## src/rtl/carry_resolve_adder.sv

```systemverilog
// Resolves a half-adder array's (Sum, Carry) vectors into a true N-bit sum and carry-out.
// Applies one half-add step per clock until no carries remain, with a start/done handshake.
module carry_resolve_adder #(
  parameter int unsigned N = 4,
  localparam int unsigned CW = $clog2(N + 1)
) (
  input  logic          clk,
  input  logic          rst_n,
  input  logic          start,
  input  logic [N-1:0]  Sum_in,
  input  logic [N-1:0]  Carry_in,
  output logic          busy,
  output logic          done,
  output logic [N-1:0]  Result,
  output logic          Cout,
  output logic [CW-1:0] Iterations
);

  typedef enum logic [1:0] {StIdle, StRun, StDone} state_e;

  state_e        state_q;
  logic [N-1:0]  s_q;
  logic [N-1:0]  c_q;
  logic          cout_q;
  logic [CW-1:0] iter_q;
  logic [N-1:0]  cs;
  logic [N-1:0]  gen;

  // Carry bit i has weight 2^(i+1): align it with the sum bits.
  // The top carry bit drops out of cs and is folded into cout_q instead.
  assign cs  = {c_q[N-2:0], 1'b0};
  assign gen = s_q & cs;

  always_ff @(posedge clk or negedge rst_n) begin
    if (!rst_n) begin
      state_q <= StIdle;
      s_q     <= '0;
      c_q     <= '0;
      cout_q  <= 1'b0;
      iter_q  <= '0;
    end else begin
      case (state_q)
        StIdle, StDone: begin
          if (start) begin
            s_q     <= Sum_in;
            c_q     <= Carry_in;
            cout_q  <= 1'b0;
            iter_q  <= '0;
            state_q <= (Carry_in == '0) ? StDone : StRun;
          end else begin
            state_q <= StIdle;
          end
        end
        StRun: begin
          cout_q  <= cout_q | c_q[N-1];
          s_q     <= s_q ^ cs;
          c_q     <= gen;
          iter_q  <= iter_q + CW'(1);
          state_q <= (gen == '0) ? StDone : StRun;
        end
        default: state_q <= StIdle;
      endcase
    end
  end

  assign busy       = (state_q == StRun);
  assign done       = (state_q == StDone);
  assign Result     = s_q;
  assign Cout       = cout_q;
  assign Iterations = iter_q;

endmodule
```

## config.mk

```make
export PLATFORM = sky130hd
export DESIGN_NAME = carry_resolve_adder
export DESIGN_NICKNAME = d
export VERILOG_FILES = /design/src/rtl/carry_resolve_adder.sv
export SDC_FILE = /design/constraint.sdc
export NUM_CORES = 1
export LEC_CHECK = 0
export ABC_AREA = 1
export ABC_CLOCK_PERIOD_IN_PS = 950
export BUFFER_PORTS_ARGS = -buffer_cell sky130_fd_sc_hd__clkbuf_2
export CAP_MARGIN = 10
export CORE_MARGIN = 8
export CORE_UTILIZATION = 40
export CTS_CLUSTER_SIZE = 8
export DETAILED_ROUTE_END_ITERATION = 10
export GPL_TIMING_DRIVEN = 0
export PLACE_DENSITY = 0.68
export SLEW_MARGIN = 40
export SYNTH_ARGS = -nofsm -noshare
export SYNTH_HDL_FRONTEND = slang
export SYNTH_SLANG_ARGS = --single-unit
```

## constraint.sdc

```tcl
create_clock -name clk -period 0.95 [get_ports clk]
set_input_delay 0.0475 -clock clk [delete_from_list [all_inputs] [get_ports clk]]
set_output_delay 0.0475 -clock clk [all_outputs]
set_load 0.01 [all_outputs]
```

=== Word level (Yosys, flattened, before mapping) ===
Index checks and enable logic that the tools add are counted.

* Word-level logic and storage cells: 30
* Bits of input ports: 11
* Register bits after elaboration: 14
* Output and inout port bits: 10

* Reductions and logical operators: 6
* Add/subtract/negate cells: 1
* Multiplexer cells: 12
* Bitwise logic cells: 3
* Equal/unequal tests: 3

{| class="wikitable"
|+ Operators with widths
! operator !! number
|-
| $pmux W4 S2 || 2
|-
| $logic_not A4 Y1 || 2
|-
| $mux W4 || 2
|-
| $mux W2 || 3
|-
| $pmux W3 S2 || 1
|-
| $and A4 B4 Y4 || 1
|-
| $pmux W2 S2 || 1
|-
| $xor A4 B4 Y4 || 1
|-
| $add A3 B1 Y3 const B || 1
|-
| $mux W3 || 1
|-
| $eq A2 B1 Y1 const B || 1
|-
| $eq A2 B2 Y1 const B || 1
|-
| $logic_not A2 Y1 || 1
|-
| $ne A2 B2 Y1 const B || 1
|-
| $pmux W1 S2 || 1
|-
| $reduce_and A2 Y1 || 1
|-
| $reduce_bool A2 Y1 || 1
|-
| $reduce_or A2 Y1 || 1
|-
| $mux W1 || 1
|-
| $or A1 B1 Y1 || 1
|}

=== Depth between registers and ports, before layout ===
* Depth after elaboration: 4
* Gate-level depth with buffers: 7

=== Worst setup path after synthesis ===
No wires, ideal clock.

* Path type: reg2reg
* From: register s_q[1] (netlist: Result[1])
* To: register s_q[1] (netlist: Result[1])
* Cell stages (with the launch flop): 6
* Path buffers: 0
* Clock period less this slack: 1.045 ns
* Library setup time: 0.117 ns
* Data arrival time: 0.927 ns
* Required time: 0.833 ns
* Setup slack: -0.095 ns
* Cells stage by stage: dfrtp_1 > ha_1 > inv_1 > nand3_1 > nand3_1 > nand2_1

* Longest elaborated chain between the ends: 2

{| class="wikitable"
|+ Ends and longest elaborated chain
! element !! line !! text
|-
| start: declaration || 22 || <nowiki>logic [N-1:0] s_q;</nowiki>
|-
| start signal: assignment || 45 || <nowiki>s_q <= Sum_in;</nowiki>
|-
| start signal: assignment || 56 || <nowiki>s_q <= s_q ^ cs;</nowiki>
|-
| $xor A4 B4 Y4 || 56 ||
|-
| $pmux W4 S2 || 42 || <nowiki>case (state_q)</nowiki>
|}

Every way passes these cells.
A chain may end at the register's enable or synchronous reset.

=== Worst setup path in the final report ===
* From: register state_q[0]
* To: register c_q[2]

* Longest elaborated chain between the ends: 4
* Elaborated cells on any way between the ends: 8
* Those cells by class: eq/ne: 3; mux: 1; reduce/logical: 4

{| class="wikitable"
|+ Ends and longest elaborated chain
! element !! line !! text
|-
| start: declaration || 21 || <nowiki>state_e state_q;</nowiki>
|-
| start signal: assignment || 36 || <nowiki>state_q <= StIdle;</nowiki>
|-
| start signal: assignment || 49 || <nowiki>state_q <= (Carry_in == '0) ? StDone : StRun;</nowiki>
|-
| start signal: assignment || 51 || <nowiki>state_q <= StIdle;</nowiki>
|-
| $eq A2 B2 Y1 / $logic_not A2 Y1 (equally long branches) || 42 ||
|-
| $reduce_or A2 Y1 || 42 ||
|-
| $ne A2 B2 Y1 (no source line) / $reduce_bool A2 Y1 (equally long branches) || -- ||
|-
| $reduce_and A2 Y1 (no source line) || -- ||
|-
| end signal: assignment || 46 || <nowiki>c_q <= Carry_in;</nowiki>
|-
| end signal: assignment || 57 || <nowiki>c_q <= gen;</nowiki>
|-
| end: declaration || 23 || <nowiki>logic [N-1:0] c_q;</nowiki>
|}

Parallel ways exist; a longest one is shown, timed or not.

==> flow_summary_export.csv <==
group,metric,value,unit
worst_hold_path,hold_end,"state_q[1]",
worst_setup_path,r2r-start,"state_q[0]",
clock_network,cts_tree,"yes",
power,p_leak,0.649,nW
drt,num_vias,754,
worst_setup_path,reg2reg_slack,-0.15,ns
timing,rsz0062_at_grt,"true",
drt,drc,0,
synth,avgSynthCellArea,7.93,um^2
power,power.density,3360,mW/mm^2
worst_setup_path,path_cells,"buf_6 > inv_4 > nand2_4 > nand2_8 > clkinv_8 > nand2_2 > nand2_1",
worst_setup_path,r2r_end,"c_q[2]",
timing,final_hold_viol_count,0,
synth,syn_nets,116,
synth,synth_seq_cells,14,
floorplan,die_w,60.7,um
synth,syn_inst,101,
synth,yosysWarnings,0,
floorplan,die_area,0.00369,mm^2
grt,grt_usage,12.5,%
timing,maxSlewHeadroom,76.1,%
worst_setup_path,path_delay_family,"flip-flops",
job,max_cap_violations,0,
outcome,violations,"negative setup slack",
placed_design,dp_hpwl,1300,um
drt,drt_iter0_markers,19,
worst_setup_path,crit_buf_inv,3,
cells_and_area,area_growth,45.0,%
synth,synth_top_area_share,43.8,%
timing,worst_slack,-0.147,ns
floorplan,rows,16,
drt,ant_nets,0,
placed_design,place_ws,-0.106,ns
floorplan,initial_core_util,41.7,%
worst_setup_path,arrival,1.28,ns
worst_setup_path,startpoint_type,"flop",
worst_hold_path,hold_depth,4,
timing,tightestPinTransition,0.359,ns
cells_and_area,fillers,189,
timing,drv_slew,0,
timing,tns,-1.70,ns
worst_setup_path,worstSetupPathType,"flop to flop",
worst_setup_path,reg2reg_depth,7,
timing,period_share,116,%
timing,hold_slack,0.0392,ns
worst_setup_path,end_kind,"flop",
synth,netlist_area,801,um^2
placed_design,port_buffers,20,
placed_design,gp_congestion,0.835,
cells_and_area,register_area,350,um^2
cells_and_area,drive_gt1_share,39.4,%
clock_network,path_clk_slew,0.09,ns
drt,dr.pass1.iters,4,
floorplan,chipHeight,60.7,um
timing,max_freq,911,MHz
worst_hold_path,min_path_type,"primary input to flop",
drt,avgRoutedWirePerCell,12.0,um
drt,routed_via_density,4.60,
clock_network,clock_latency,0.29,ns
synth,yosys.area.top_type,"dfrtp_1",
synth,synth_area_leaders,"dfrtp_1 44%, nand2_1 17%, nand3_1 9.4%",
worst_setup_path,critPathMaxStageDelay,0.38,ns
clock_network,cts_sinks,14,
grt,grt_pass1_wl,3330,um
clock_network,cts_root_buf,"clkbuf_4",
worst_hold_path,min_from,"Carry_in[3]",
clock_network,htreeDepth,1,
cells_and_area,postLayoutCoreUtil,60.4,%
cells_and_area,multi_input_area,409,um^2
floorplan,io_pins,21,
timing,setup_viol,16,
cells_and_area,layout.nets,153,
cells_and_area,diodes,0,
outcome,status,"finished with violations",
synth,synth_cell_types,16,
timing,fin_skew,0.00664,ns
floorplan,coreArea,0.00192,mm^2
placed_design,dpl_cell_area,942,um^2
worst_setup_path,required,1.13,ns
grt,antenna_found_initial,0,
cells_and_area,design_area,0.00116,mm^2
clock_network,cts.path.max_buffers,2,
power,ir_drop,1750,uV
grt,grt_max_degree,15,
synth,seq_area_frac_synth,43.8,%
drt,wl,1960,um
clock_network,cts_made_buffers,3,
worst_setup_path,crit_fanout,8,
timing,finalCriticalPeriod,1.10,ns
worst_setup_path,crit_path_top_delay_cell,"dfrtp_1",
grt,grt_overflow,0,
grt,grt_pass1_vias,767,
[cells in the final DEF (no fill, tap or decap)]
master,instances
nand2_8,2
dlygate4sd3_1,3
ha_1,2
nand4_1,2
buf_4,5
clkbuf_8,1
nand2_4,2
dfrtp_1,14
clkbuf_4,3
buf_6,4
clkinv_8,1
clkbuf_2,17
inv_4,2
nor2_1,4
inv_1,16
o21ai_1,1
ha_2,2
nand2_2,9
nand3_2,2
nand3_1,13
buf_12,2
buf_2,1
a21oi_1,1
nand2_1,27
nor2_4,1
[synth_stat cells]
library cell  count
dfrtp_1          14
nor2_4            1
inv_6             1
nor2_1            4
a21oi_1           1
nand4_1           2
ha_1              4
nand2_1          36
nand3_1          15
nand2_4           1
inv_2             1
o21ai_1           1
nand2_8           2
buf_6             1
inv_1            16
inv_4             1
[cell type report]
cell class | count | share of cell area, %
Multi-Input combinational cell | 68 | 35.2
Sequential cell | 14 | 30.2
Buffer | 1 | 0.970
Inverter | 19 | 7.65
Clock buffer | 4 | 3.13
Tap cell | 27 | 2.91
Timing Repair Buffer | 31 | 19.9
[metal layers]
metal  up-vias  GRT usage [%]  part of all wire, %
li1        383              -                    -
met1       346           14.4                   44
met2        19           20.1                   47
met3         6           2.97                  5.9
met4         0           7.97                  3.0
met5         -              0                    0
[metrics by stage]
stage | std cells | power, mW
floorplan | 101 | 2.33
detailed placement | 148 | 2.82
global route | 164 | 4.27
global placement | 148 | 2.76
finish | 164 | 3.90
CTS | 162 | 3.78
[state kept, by name, indices dropped and copies added (netlist names)]
register and count:
state_q 2, c_q 4, Iterations 3, Result 4, Cout 1
[worst register-to-register path: cells and delay by family (launching register included)]
| family | cells | cell delay [ns] |
|---|---|---|
| simple gates | 4 | 0.31 |
| flops | 1 | 0.38 |
| buf+inv | 3 | 0.30 |
[timing repair]
item	CTS	global route
endpoints found under the hold margin	16	0
setup endpoints to repair	15	17
resized for setup	12	7
setup buffers	6	2
pin swaps	8	1
hold buffers	3	0
gates cloned	1	0
[cells by family after synthesis]
logic type,after synthesis,synth area share [%]
adder cells (fa/ha/maj),4,6.25
AND/OR/NAND/NOR,61,37.5
buffers and inverters,20,11.3
AO/OA/AOI/OAI,2,1.25
flip-flops,14,43.8
[power breakdown]
part | switching (mW) | internal (mW)
combinational | 1.28 | 1.09
clock | 0.206 | 0.233
sequential | 0.215 | 0.876
total | 1.70 | 2.20
[how the worst max path moves through the flow]
stage,startpoint,endpoint,slack [ns],depth (start not counted)
2_1_floorplan,Result[1],Result[1],-0.07,5
3_3_place_gp,state_q[1],Result[2],-0.08,6
3_5_place_dp,Result[3],Result[3],-0.11,5
4_1_cts,state_q[0],busy,-0.17,4
5_1_grt,state_q[0],c_q[3],-0.22,7
6_report,state_q[0],c_q[2],-0.15,7
No activity file was read; power rests on OpenSTA's default activity.
